<file path="src/rtl/change_dispenser_if.sv">
// Bundle of the change-request side and coin-hopper side signals of the change dispenser.
// The master side makes change requests and acknowledges coins; the slave side is the dispenser.
interface change_dispenser_if;
    logic       changeValid;
    logic [8:0] changeAmount;
    logic       coinAck;
    logic       busy;
    logic       reqDollar;
    logic       reqQuarter;
    logic       reqDime;
    logic       reqNickel;
    logic       changeDone;
    logic [2:0] residual;
    logic       errRange;
    logic [8:0] dispensedTotal;

    modport master (
        output changeValid, changeAmount, coinAck,
        input  busy, reqDollar, reqQuarter, reqDime, reqNickel,
               changeDone, residual, errRange, dispensedTotal
    );

    modport slave (
        input  changeValid, changeAmount, coinAck,
        output busy, reqDollar, reqQuarter, reqDime, reqNickel,
               changeDone, residual, errRange, dispensedTotal
    );
endinterface

</file>
<file path="src/rtl/change_dispenser.sv">
// Greedy coin dispenser: breaks a change amount into dollar/quarter/dime/nickel requests,
// one coin at a time, with a hopper acknowledge per coin and a guaranteed idle gap between coins.
module change_dispenser (
    input  logic                 clk,
    input  logic                 reset,
    change_dispenser_if.slave    bus
);

    typedef enum logic [2:0] {IDLE, SELECT, REQ, GAP, DONE} state_t;

    localparam logic [8:0] DOLLAR     = 9'd100;
    localparam logic [8:0] QUARTER    = 9'd25;
    localparam logic [8:0] DIME       = 9'd10;
    localparam logic [8:0] NICKEL     = 9'd5;
    localparam logic [8:0] MAX_AMOUNT = 9'd500;

    state_t     state;
    logic [8:0] remaining;
    logic [8:0] coinValue;

    assign bus.busy = (state != IDLE);

    // Coin choice only happens when remaining covers the coin, so the subtraction in REQ never wraps.
    always_ff @(posedge clk) begin
        if (reset) begin
            state              <= IDLE;
            remaining          <= '0;
            coinValue          <= '0;
            bus.reqDollar      <= 1'b0;
            bus.reqQuarter     <= 1'b0;
            bus.reqDime        <= 1'b0;
            bus.reqNickel      <= 1'b0;
            bus.changeDone     <= 1'b0;
            bus.errRange       <= 1'b0;
            bus.residual       <= '0;
            bus.dispensedTotal <= '0;
        end else begin
            bus.errRange   <= 1'b0;
            bus.changeDone <= 1'b0;
            case (state)
                IDLE: begin
                    if (bus.changeValid) begin
                        if (bus.changeAmount > MAX_AMOUNT) begin
                            bus.errRange <= 1'b1;
                        end else begin
                            remaining          <= bus.changeAmount;
                            bus.dispensedTotal <= '0;
                            state              <= SELECT;
                        end
                    end
                end
                SELECT: begin
                    if (remaining >= DOLLAR) begin
                        bus.reqDollar <= 1'b1;
                        coinValue     <= DOLLAR;
                        state         <= REQ;
                    end else if (remaining >= QUARTER) begin
                        bus.reqQuarter <= 1'b1;
                        coinValue      <= QUARTER;
                        state          <= REQ;
                    end else if (remaining >= DIME) begin
                        bus.reqDime <= 1'b1;
                        coinValue   <= DIME;
                        state       <= REQ;
                    end else if (remaining >= NICKEL) begin
                        bus.reqNickel <= 1'b1;
                        coinValue     <= NICKEL;
                        state         <= REQ;
                    end else begin
                        bus.changeDone <= 1'b1;
                        bus.residual   <= remaining[2:0];
                        state          <= DONE;
                    end
                end
                REQ: begin
                    if (bus.coinAck) begin
                        remaining          <= remaining - coinValue;
                        bus.dispensedTotal <= bus.dispensedTotal + coinValue;
                        bus.reqDollar      <= 1'b0;
                        bus.reqQuarter     <= 1'b0;
                        bus.reqDime        <= 1'b0;
                        bus.reqNickel      <= 1'b0;
                        state              <= GAP;
                    end
                end
                GAP: begin
                    state <= SELECT;
                end
                DONE: begin
                    state <= IDLE;
                end
                default: begin
                    state <= IDLE;
                end
            endcase
        end
    end

endmodule

</file>
<file path="src/flat_wrapper.sv">
// flat-port wrapper written by rule: the top's interface ports become plain ports
module change_dispenser_flat 
  (clk, reset, bus_changeValid, bus_changeAmount, bus_coinAck, bus_busy, bus_reqDollar, bus_reqQuarter, bus_reqDime, bus_reqNickel, bus_changeDone, bus_residual, bus_errRange, bus_dispensedTotal);
  change_dispenser_if bus_i ();
  input  logic clk;
  input  logic reset;
  input wire logic [$bits(bus_i.changeValid)-1:0] bus_changeValid;
  input wire logic [$bits(bus_i.changeAmount)-1:0] bus_changeAmount;
  input wire logic [$bits(bus_i.coinAck)-1:0] bus_coinAck;
  output wire logic [$bits(bus_i.busy)-1:0] bus_busy;
  output wire logic [$bits(bus_i.reqDollar)-1:0] bus_reqDollar;
  output wire logic [$bits(bus_i.reqQuarter)-1:0] bus_reqQuarter;
  output wire logic [$bits(bus_i.reqDime)-1:0] bus_reqDime;
  output wire logic [$bits(bus_i.reqNickel)-1:0] bus_reqNickel;
  output wire logic [$bits(bus_i.changeDone)-1:0] bus_changeDone;
  output wire logic [$bits(bus_i.residual)-1:0] bus_residual;
  output wire logic [$bits(bus_i.errRange)-1:0] bus_errRange;
  output wire logic [$bits(bus_i.dispensedTotal)-1:0] bus_dispensedTotal;
  assign bus_i.changeValid = bus_changeValid;
  assign bus_i.changeAmount = bus_changeAmount;
  assign bus_i.coinAck = bus_coinAck;
  assign bus_busy = bus_i.busy;
  assign bus_reqDollar = bus_i.reqDollar;
  assign bus_reqQuarter = bus_i.reqQuarter;
  assign bus_reqDime = bus_i.reqDime;
  assign bus_reqNickel = bus_i.reqNickel;
  assign bus_changeDone = bus_i.changeDone;
  assign bus_residual = bus_i.residual;
  assign bus_errRange = bus_i.errRange;
  assign bus_dispensedTotal = bus_i.dispensedTotal;
  change_dispenser u_core (.clk(clk), .reset(reset), .bus(bus_i));
endmodule
</file>
<file path="config.mk">
export PLATFORM = sky130hd
export DESIGN_NAME = change_dispenser_flat
export DESIGN_NICKNAME = d
export VERILOG_FILES = /design/src/rtl/change_dispenser_if.sv /design/src/rtl/change_dispenser.sv /design/src/flat_wrapper.sv
export SDC_FILE = /design/constraint.sdc
export NUM_CORES = 1
export LEC_CHECK = 0
export ABC_AREA = 0
export CAP_MARGIN = 0
export CELL_PAD_IN_SITES_DETAIL_PLACEMENT = 1
export CELL_PAD_IN_SITES_GLOBAL_PLACEMENT = 1
export CORE_UTILIZATION = 51
export DETAILED_ROUTE_END_ITERATION = 6
export DONT_BUFFER_PORTS = 1
export GPL_ROUTABILITY_DRIVEN = 0
export PLACE_DENSITY = 0.9
export SYNTH_ARGS = -nofsm -noshare
export SYNTH_HDL_FRONTEND = slang
export SYNTH_SLANG_ARGS = --single-unit
</file>
<file path="constraint.sdc">
create_clock -name clk -period 6.5 [get_ports clk]
set_clock_uncertainty 0.15 [all_clocks]
set_input_delay 0.65 -clock clk [delete_from_list [all_inputs] [get_ports clk]]
set_output_delay 0.65 -clock clk [all_outputs]
set_load 0.1 [all_outputs]
</file>
=== After elaboration in Yosys (flattened, before gate mapping) ===
Cells that the tools add are included.

* $add $sub $neg: 2
* $lt $le $gt $ge: 5
* Eq/ne operators: 13
* Muxes and demuxes: 37
* Bitwise operators: 7
* Reduce and logical (&&, ||, !) cells: 15

{| class="wikitable"
|+ Operators by type and width
! kind !! count
|-
| 2-to-1 mux 9 bit || 10
|-
| one-hot mux 9 bit (2 select lines) || 2
|-
| 2-to-1 mux 3 bit || 7
|-
| 2-to-1 mux 1 bit || 13
|-
| != test 2 bit, second input constant || 6
|-
| one-hot mux 3 bit (4 select lines) || 1
|-
| AND reduction 5 bit || 2
|-
| adder 9 bit || 1
|-
| >= comparator 9 x 3 -> 1 bit, second input constant || 1
|-
| >= comparator 9 x 4 -> 1 bit, second input constant || 1
|-
| >= comparator 9 x 5 -> 1 bit, second input constant || 1
|-
| >= comparator 9 x 7 -> 1 bit, second input constant || 1
|-
| greater-than comparator 9 bit, second input constant || 1
|-
| subtractor 9 bit || 1
|-
| != test 2 x 1 -> 1 bit, second input constant || 4
|-
| one-hot mux 1 bit (2 select lines) || 4
|-
| AND reduction 4 bit || 2
|-
| NOT 1 bit || 7
|-
| == test 3 x 2 -> 1 bit, second input constant || 2
|-
| AND reduction 3 bit || 2
|-
| AND reduction 6 bit || 1
|-
| OR reduction 5 bit || 1
|-
| nonzero test 2 bit || 2
|-
| nonzero test 4 bit || 1
|-
| other kinds (5) || 5
|}

* Bits in registers: 39
* Output and inout port bits: 19
* Logic and storage cells: 90

=== Depth between registers and ports, before layout ===
* Depth in word-level cells: 6
* Mapped depth: 8

=== Worst setup path before layout ===
Ideal clock, no wire load.

* Path type: register to register
* Start point: reg u_core.bus.dispensedTotal[0] (netlist name)
* End point: reg u_core.bus.dispensedTotal[8] (netlist name)
* Arrival: 2.556 ns
* Required time: 6.272 ns
* Setup slack: 3.716 ns
* Stages on the path, launching flop included: 9
* Clock period less this slack: 2.784 ns
* Cell sequence: dfxtp_1 ha_1 inv_1 fa_1 nand2b_1 a21oi_1 o2111ai_1 xor2_1 nor3_1

* Word-level cells in the longest chain between the ends: 3

{| class="wikitable"
|+ RTL lines
! item !! RTL line !! RTL
|-
| from (decl) || change_dispenser_if.sv:26 || <nowiki>changeDone, residual, errRange, dispensedTotal</nowiki>
|-
| from (signal assigned) || change_dispenser.sv:78 || <nowiki>bus.dispensedTotal <= bus.dispensedTotal + coinValue;</nowiki>
|-
| adder 9 bit || change_dispenser.sv:78 ||
|-
| 2-to-1 mux 9 bit || change_dispenser.sv:76 || <nowiki>if (bus.coinAck) begin</nowiki>
|-
| one-hot mux 9 bit (2 select lines) || change_dispenser.sv:40 || <nowiki>case (state)</nowiki>
|}

Every way passes these cells. The select of a mux whose other input is x is not followed.
A chain may end at the register's enable or synchronous reset.

=== Worst setup path after layout ===
Same ends and word-level chain as after synthesis.

==> qor.yml <==
grt_max_degree: 37
hold_depth: 1
dr.pass1.iters: 4
synthCells: 262
dpl.hpwl_um: 4140
first_global_vias: 1914
ys_async_sr_fraction: 0
synth_top_family_by_area: "compound AO/OA/AOI/OAI gates"
postRouteAntennaNets: 0
initial_core_util: 0.542
grt_pass1_wl_um: 9230
cts_resized: 0
power_density_nw_per_um2: 308
hold_ws_ps: 274
cp_cell_sequence: "ha_1 > inv_1 > fa_1 > nand2b_1 > a21oi_1 > o2111ai_1 > xor2_1 > nor3_1"
rsz0062_at_grt: "false"
cts_buffers: 5
worstSetupPathType: "register to register"
synth_simple_gate_area_frac: 0.233
end_kind: "register"
root_buffer: "clkbuf_8"
critPathBufInv: 1
synthMuxAreaShare: 0.00910
leakagePower_nw: 0.873
via_per_inst: 6.31
holdBufCountCts: 0
fin_tns_setup_ps: 0
finalSetupViolCount: 0
cp.arrival_ps: 3100
core_area_um2: 4060
fill_cells: 501
ys_types: 60
insertion_delay_ps: 290
synth_compound_area_frac: 0.263
synthesis.nets: 291
drtIter0Drc: 137
ys_ff_latch: 36
grt_usage: 0.273
ys_seq_area_frac: 0.327
crit_family: "flip-flops"
io_pins: 32
antenna_found_initial: 0
post-place-cells: 304
areaGrowthSynthToFinish_pct: 4.83
post-route-drc-count: 0
cts_buffer_depth: 2
htreeDepth: 2
design.die.area_um2: 4580
yosys_warnings: 0
cp_max_fo: 3
fmax_ghz: 0.329
final_cells: 312
critical_path.max_stage_delay_ps: 990
drive_gt1_frac: 0.0687
clock-sinks: 36
vias: 1969
fin_crit_sh: 0.468
wirelength_um: 5770
clkTransAtPathRegs_ps: 80
required_ps: 6560
synth_ff_type: "dfxtp_1"
synth.avg_cell_area_um2: 8.40
dieWidth_um: 67.7
timing.slew.headroom: 0.296
synthAdderAreaFrac: 0.0978
syn_area_um2: 2200
cts_setup_buffers: 0
tightestPinTransition_ps: 1050
p_total_uw: 711
slew_viol_final: 0
rows: 23
wl_per_cell_um: 18.5
synth-edff-count: 0
grt_overflow_total: 0
cts_tree: "yes"
die_y_um: 67.7
start_kind: "register"
hp-class: "primary input to register"
ff2ff_path_depth: 8
final.min_clock_period_ps: 3040
cp_num_cells: 8
status: "complete, no violations"
critPathSlowestCell: "dfxtp_1"
nets: 290
final_util: 0.569
synthXorXnorAreaFrac: 0.0199
vdd_drop_max_v: 0.000203
placement.io_buffers: 0
hold_viol: 0
drv_cap: 0
diodes: 0
kinds of logic after synthesis:
kind of cell    count (synthesis)
simple gates                   98
compound gates                 81
flops                          36
buf+inv                        24
fa+ha+maj                      16
xor+xnor                        5
mux                             2
stage by stage:
step	instance area, µm²	setup WS, ps
CTS	2310	3470
detailed placement	2220	3490
global route	2310	3350
floorplan	2200	3720
global placement	2220	3570
finish	2310	3460
placed cells by master, fill, tap and decap left out, types with 5 or more instances in the layout:
cell type  synthesis  layout
a21oi_1           22      22
nand3_1            6       6
a211oi_1           9       9
nor3_1             6       6
nand2b_1           7       7
o21ai_0           14      14
inv_1             15      15
or3_1              5       5
ha_1              14      14
nor2_1            33      33
nand2_1           19      19
dfxtp_1           36      36
clkbuf_8           0       6
worst reg2reg max path, cell delays in order (launching register included):
cell	delay (ps)
dfxtp_1	990
ha_1	330
inv_1	80
fa_1	440
nand2b_1	190
a21oi_1	270
o2111ai_1	160
xor2_1	210
nor3_1	150
Yosys cell counts, drive strengths merged (6+ instances only):
master	number	share of area
a211oi	10	0.040
a21oi	22	0.050
buf	7	0.021
dfxtp	36	0.33
ha	14	0.080
inv	15	0.026
nand2	19	0.032
nand2b	7	0.020
nand3	6	0.014
nor2	33	0.056
nor3	6	0.014
o21ai	16	0.043
or3	6	0.019
cell type report:
type                    count  area, µm²  area share
multi-input cells         202       1370       0.594
flip-flops and latches     36        721       0.312
clock buffers               8       90.1      0.0390
well taps                  50       62.6      0.0271
inverters                  15       56.3      0.0244
repair buffers              1       7.51     0.00325
per-layer routing:
layer,part of all wire,GRT usage,vias up
met5,0,0,-
met4,0.021,0.0878,0
met3,0.053,0.0676,13
met2,0.48,0.449,53
met1,0.45,0.347,954
li1,-,-,949
where the power goes:
part	total (mW)	internal (mW)	leakage (nW)	switching, mW
Combinational	0.247	0.0989	0.534	0.148
Clock	0.168	0.0866	0.0455	0.0818
Sequential	0.295	0.241	0.293	0.0540
Total	0.711	0.427	0.873	0.284
flip-flops by register name (all words and copies together), names as in the netlist:
signal                     cells
u_core.bus.dispensedTotal      9
u_core.remaining               9
u_core.coinValue               6
u_core.bus.residual            3
u_core.state                   3
u_core.bus.changeDone          1
u_core.bus.errRange            1
u_core.bus.reqDime             1
u_core.bus.reqDollar           1
u_core.bus.reqNickel           1
u_core.bus.reqQuarter          1
final timing paths:
check	from	to	slack (ps)
max	u_core.bus.dispensedTotal[0]$_SDFFE_PP0P_	u_core.bus.dispensedTotal[8]$_SDFFE_PP0P_	3460
min	reset	u_core.remaining[8]$_SDFFE_PP0P_	270
max reg2reg	u_core.bus.dispensedTotal[0]$_SDFFE_PP0P_	u_core.bus.dispensedTotal[8]$_SDFFE_PP0P_	3460
min reg2reg	u_core.remaining[0]$_SDFFE_PP0P_	u_core.remaining[0]$_SDFFE_PP0P_	340
Power figures use the tool's default switching activity.
